--- config.mk ---
export PLATFORM = sky130hd
export DESIGN_NAME = hazard_fwd_ctrl
export DESIGN_NICKNAME = d
export VERILOG_FILES = /design/src/rtl/hazard_fwd_ctrl.sv
export SDC_FILE = /design/constraint.sdc
export NUM_CORES = 1
export LEC_CHECK = 0
export ABC_AREA = 1
export CELL_PAD_IN_SITES_DETAIL_PLACEMENT = 1
export CELL_PAD_IN_SITES_GLOBAL_PLACEMENT = 1
export CORE_ASPECT_RATIO = 0.7
export CORE_MARGIN = 3
export CORE_UTILIZATION = 46
export DETAILED_ROUTE_END_ITERATION = 8
export DONT_BUFFER_PORTS = 1
export PLACE_DENSITY_LB_ADDON = 0.2
export REMOVE_ABC_BUFFERS = 1
export SYNTH_ARGS = -nofsm -noshare
export SYNTH_HDL_FRONTEND = slang
export SYNTH_SLANG_ARGS = --single-unit
--- constraint.sdc ---
create_clock -name clk -period 2.4 [get_ports clk]
set_input_delay 0.24 -clock clk [delete_from_list [all_inputs] [get_ports clk]]
set_output_delay 0.24 -clock clk [all_outputs]
set_load 0.01 [all_outputs]
--- src/rtl/hazard_fwd_ctrl.sv ---
// hazard_fwd_ctrl: EX operand forwarding select and data-memory wait stall control
module hazard_fwd_ctrl #(
    parameter int NRS   = 2,
    parameter int AW    = 5,
    parameter int CNT_W = 16
) (
    input  logic              clk,
    input  logic              rstn,
    input  logic [NRS*AW-1:0] ex_rs_addr,
    input  logic [NRS-1:0]    ex_rs_used,
    input  logic [AW-1:0]     mem_rd,
    input  logic              mem_we_reg,
    input  logic              mem_re_mem,
    input  logic              mem_we_mem,
    input  logic              mem_ready,
    input  logic [AW-1:0]     wb_rd,
    input  logic              wb_we_reg,
    input  logic              flush,
    input  logic              cnt_clr,
    output logic [NRS*2-1:0]  fwd_sel,
    output logic [NRS-1:0]    fwd_held,
    output logic              stall,
    output logic              hold_en,
    output logic [CNT_W-1:0]  stall_cnt
);
    typedef enum logic {RUN, WAIT} state_t;
    state_t        state;
    logic          held_valid;
    logic [AW-1:0] held_rd;
    logic          mem_busy;
    assign mem_busy = (mem_re_mem | mem_we_mem) & ~mem_ready;
    assign stall    = ~flush & (state == RUN ? mem_busy : ~mem_ready);
    assign hold_en  = ~flush & (state == RUN) & mem_busy;
    // the WB result leaves the pipeline during the freeze, so it is captured on entry to WAIT
    always_ff @(posedge clk or negedge rstn) begin
        if (!rstn) begin
            state      <= RUN;
            held_valid <= 1'b0;
            held_rd    <= '0;
            stall_cnt  <= '0;
        end else begin
            state <= flush ? RUN : state == RUN ? (mem_busy ? WAIT : RUN) : (mem_ready ? RUN : WAIT);
            if (hold_en) begin
                held_rd    <= wb_rd;
                held_valid <= wb_we_reg & (wb_rd != '0);
            end else if (!stall) begin
                held_valid <= 1'b0;
            end
            stall_cnt <= cnt_clr ? '0 : (stall && !(&stall_cnt)) ? stall_cnt + CNT_W'(1) : stall_cnt;
        end
    end
    for (genvar i = 0; i < NRS; i++) begin : g_op
        logic [AW-1:0] a;
        logic          skip, hit_mem, hit_wb, hit_held;
        assign a        = ex_rs_addr[i*AW +: AW];
        assign skip     = ~ex_rs_used[i] | (a == '0);
        assign hit_mem  = mem_we_reg & (a == mem_rd);
        assign hit_wb   = wb_we_reg & (a == wb_rd);
        assign hit_held = held_valid & (a == held_rd);
        assign fwd_sel[2*i +: 2] = skip ? 2'b00 : hit_mem ? {mem_re_mem, 1'b1} :
                                   (hit_wb | hit_held) ? 2'b10 : 2'b00;
        assign fwd_held[i] = ~skip & ~hit_mem & ~hit_wb & hit_held;
    end
endmodule

==> summary.txt <==
Run status
  • Outcome: finished, final reports clean

Critical path
  • CP Data Required Time: 2.61 ns
  • Critical Path Fanout Max: 13
  • Crit path capture type: flop
  • CP Class: reg2reg
  • Crit start category: flop
  • Crit path DAT: 2.09 ns

Synth
  • Sequential area share after synthesis: 30.6%
  • Mapped Area: 1880 µm²
  • Synth Flop Type: dfrtp_1
  • Dominant cells by area after synthesis: dfrtp_1 (31%), nand2_1 (22%), nor2_1 (10%), inv_1 (7.2%), nand3_1 (5.3%)
  • Dominant cell type by area after synthesis: dfrtp_1
  • Number of synthesized register bits: 23
  • Mean Syn Cell Area: 6.00 µm²
  • YS warnings: 0
  • Mapped Cells: 314
  • Post-synth EDFFs: 0
  • Async S/R FF share, synth: 100%
  • Post-synth top area share: 30.6%
  • Distinct cells, synth: 25

Clocking
  • Htree depth: 1
  • Root Driver: clkbuf_8
  • Longest Clk Path Bufs: 2
  • # hold bufs at CTS: 1
  • CTS tree: yes
  • Worst-path clk slew: 0.08 ns
  • Setup Buffers After CTS: 0
  • TritonCTS buffer count: 3
  • Clk sinks: 23
  • Worst-skew pair later-pin latency: 0.27 ns
  • PostCTS Resize Cnt: 0

Layout
  • P&R area growth vs syn: 5.65%
  • Design area: 1990 µm²
  • Nets: 350
  • Leading cell type in the layout, fill and taps excluded: nand2_1
  • Most frequent cells in the layout: nand2_1 (111), nor2_1 (52), inv_1 (36)
  • # diodes: 0
  • Share of cells above drive strength 1: 5.05%

Timing
  • Measured slew at the worst slew-check pin: 1.10 ns
  • Slew Limit Fails: 0
  • Final Hold Viols: 0
  • Setup TNS: 0 ns
  • Minimum clock period: 1.88 ns
  • Setup Skew: 0.00244 ns
  • RSZ-0062 raised after global routing: false
  • Final worst-path setup slack: 0.520 ns
  • Final setup fails: 0
  • Max Clock Freq: 0.532 GHz
  • Worst hold slack: 0.0941 ns
  • Slew headroom: 26.1%
  • Fin crit share: 78.3%

Die
  • Vert. Die Dim: 59.5 µm
  • I/O Pins: 55
  • Die area: 4910 µm²
  • Area of the core: 3720 µm²
  • Die width: 82.5 µm
  • Starting Density: 50.7%
  • Num rows: 18

Detailed routing
  • Antenna-violating nets left: 0
  • Via Count: 2069
  • DR iter-0 viols: 112
  • 1st-pass router iterations: 4
  • Final WL: 6130 µm
  • Via density: 5.64
  • WL per Instance: 16.7 µm
  • Drt drc: 0

Power
  • Power Internal: 0.573 mW
  • Net Sw Frac: 31.2%
  • LEAKAGE: 1.01 nW
  • Reg power frac: 51.0%
  • Total power after layout: 0.833 mW
  • P per Cell Area: 419 nW/µm²
  • Clock share of power: 29.6%
  • Switching power: 0.260 mW
  • Comb pwr share: 19.5%
  • VDD IR max: 0.231 mV

Placed design
  • DP Area: 1930 µm²
  • Routability Congestion: 0.865
  • Port-buffer cells: 0
  • Detailed placement HPWL: 4980 µm
  • Place WS: 0.571 ns

Global route
  • Largest net degree at the start of global routing: 24
  • First-pass GRT wire length: 9940 µm
  • Tot GR Track Use: 27.0%
  • Initial antenna violation count: 0
  • Gr ovfl total: 0
  • Number of global-route vias before repair: 2040

Job
  • # Max-Cap Violations: 0

Hold path
  • Worst hold path type: in2reg
## worst max-delay path, stage by stage, from the launching register on
cell and delay [ns]:
dfrtp_1 0.47, ha_1 0.31, nand3_2 0.14, inv_2 0.09
nand2_2 0.07, nor2_4 0.14, nor2_4 0.10, nor2_4 0.30
nand2_1 0.11, nand2_1 0.08
## synthesized netlist by cell type, types with 2 or more instances
library cell and count:
xor2_1 9, o21ai_1 2, inv_2 3, o21bai_1 2, dfrtp_1 23, nor2_1 52
nand3b_1 2, inv_1 36, nand3_1 20, nand4_1 11, nand2_1 111, nor2_4 3
nor3_1 7, o21ai_0 20, a21oi_1 3
## area by class of cell
cell class | count | area [µm²]
clock inverter | 1 | 5.00
tap | 50 | 62.6
fill | 548 | 1730
sequential | 23 | 576
timing repair buffer | 3 | 25.0
inverter | 39 | 146
clock buffer | 3 | 41.3
multi-input combinational | 248 | 1130
## power by group through the flow
stage	Clock (mW)	Sequential [mW]	Combinational (mW)
after floorplan	0	0.427	0.111
after global placement	0	0.431	0.145
after detailed placement	0	0.432	0.151
after CTS	0.256	0.424	0.161
after global routing	0.274	0.427	0.186
final	0.246	0.424	0.162
## final timing paths
| kind | depth (start not counted) | startpoint | slack [ns] | end |
|---|---|---|---|---|
| min | 2 | wb_rd[2] | 0.09 | held_rd[2] |
| max reg2reg | 9 | stall_cnt[1] | 0.52 | stall_cnt[15] |
| max in group asynchronous | 1 | rstn | 1.11 | stall_cnt[10] |
| min in group asynchronous | 1 | rstn | 0.62 | stall_cnt[12] |
| min reg2reg | 2 | held_valid | 0.55 | held_valid |
| max | 9 | stall_cnt[1] | 0.52 | stall_cnt[15] |
## flip-flops by register name, summed over array words and instances, names as in the netlist
register	cells
state	1
stall_cnt	16
held_valid	1
held_rd	5
## stage by stage
step | instances | util [%]
after floorplan | 310 | -
after global placement | 362 | 52.0
after detailed placement | 362 | 52.0
after CTS | 367 | 53.5
after global routing | 367 | 53.5
final | 367 | 53.5
## kinds of logic (layout without fill, tap and decap cells)
| kind of cell | Yosys count | count (layout) | synth area share, % |
|---|---|---|---|
| AND/OR/NAND/NOR | 210 | 210 | 47.4 |
| buffers and inverters | 43 | 46 | 9.24 |
| AO/OA/AOI/OAI | 28 | 28 | 7.91 |
| flip-flops | 23 | 23 | 30.6 |
| XOR/XNOR | 9 | 9 | 4.19 |
| adder cells (fa/ha/maj) | 1 | 1 | 0.664 |
## per-layer routing
metal	GRT usage [%]	vias to the layer above	wire (µm)
met5	0	-	0
met4	3.08	0	29
met3	8.81	4	655
met2	36.9	89	2450
met1	41.8	984	2990
li1	-	992	-
Note: power is estimated with default switching activity, not from simulation.
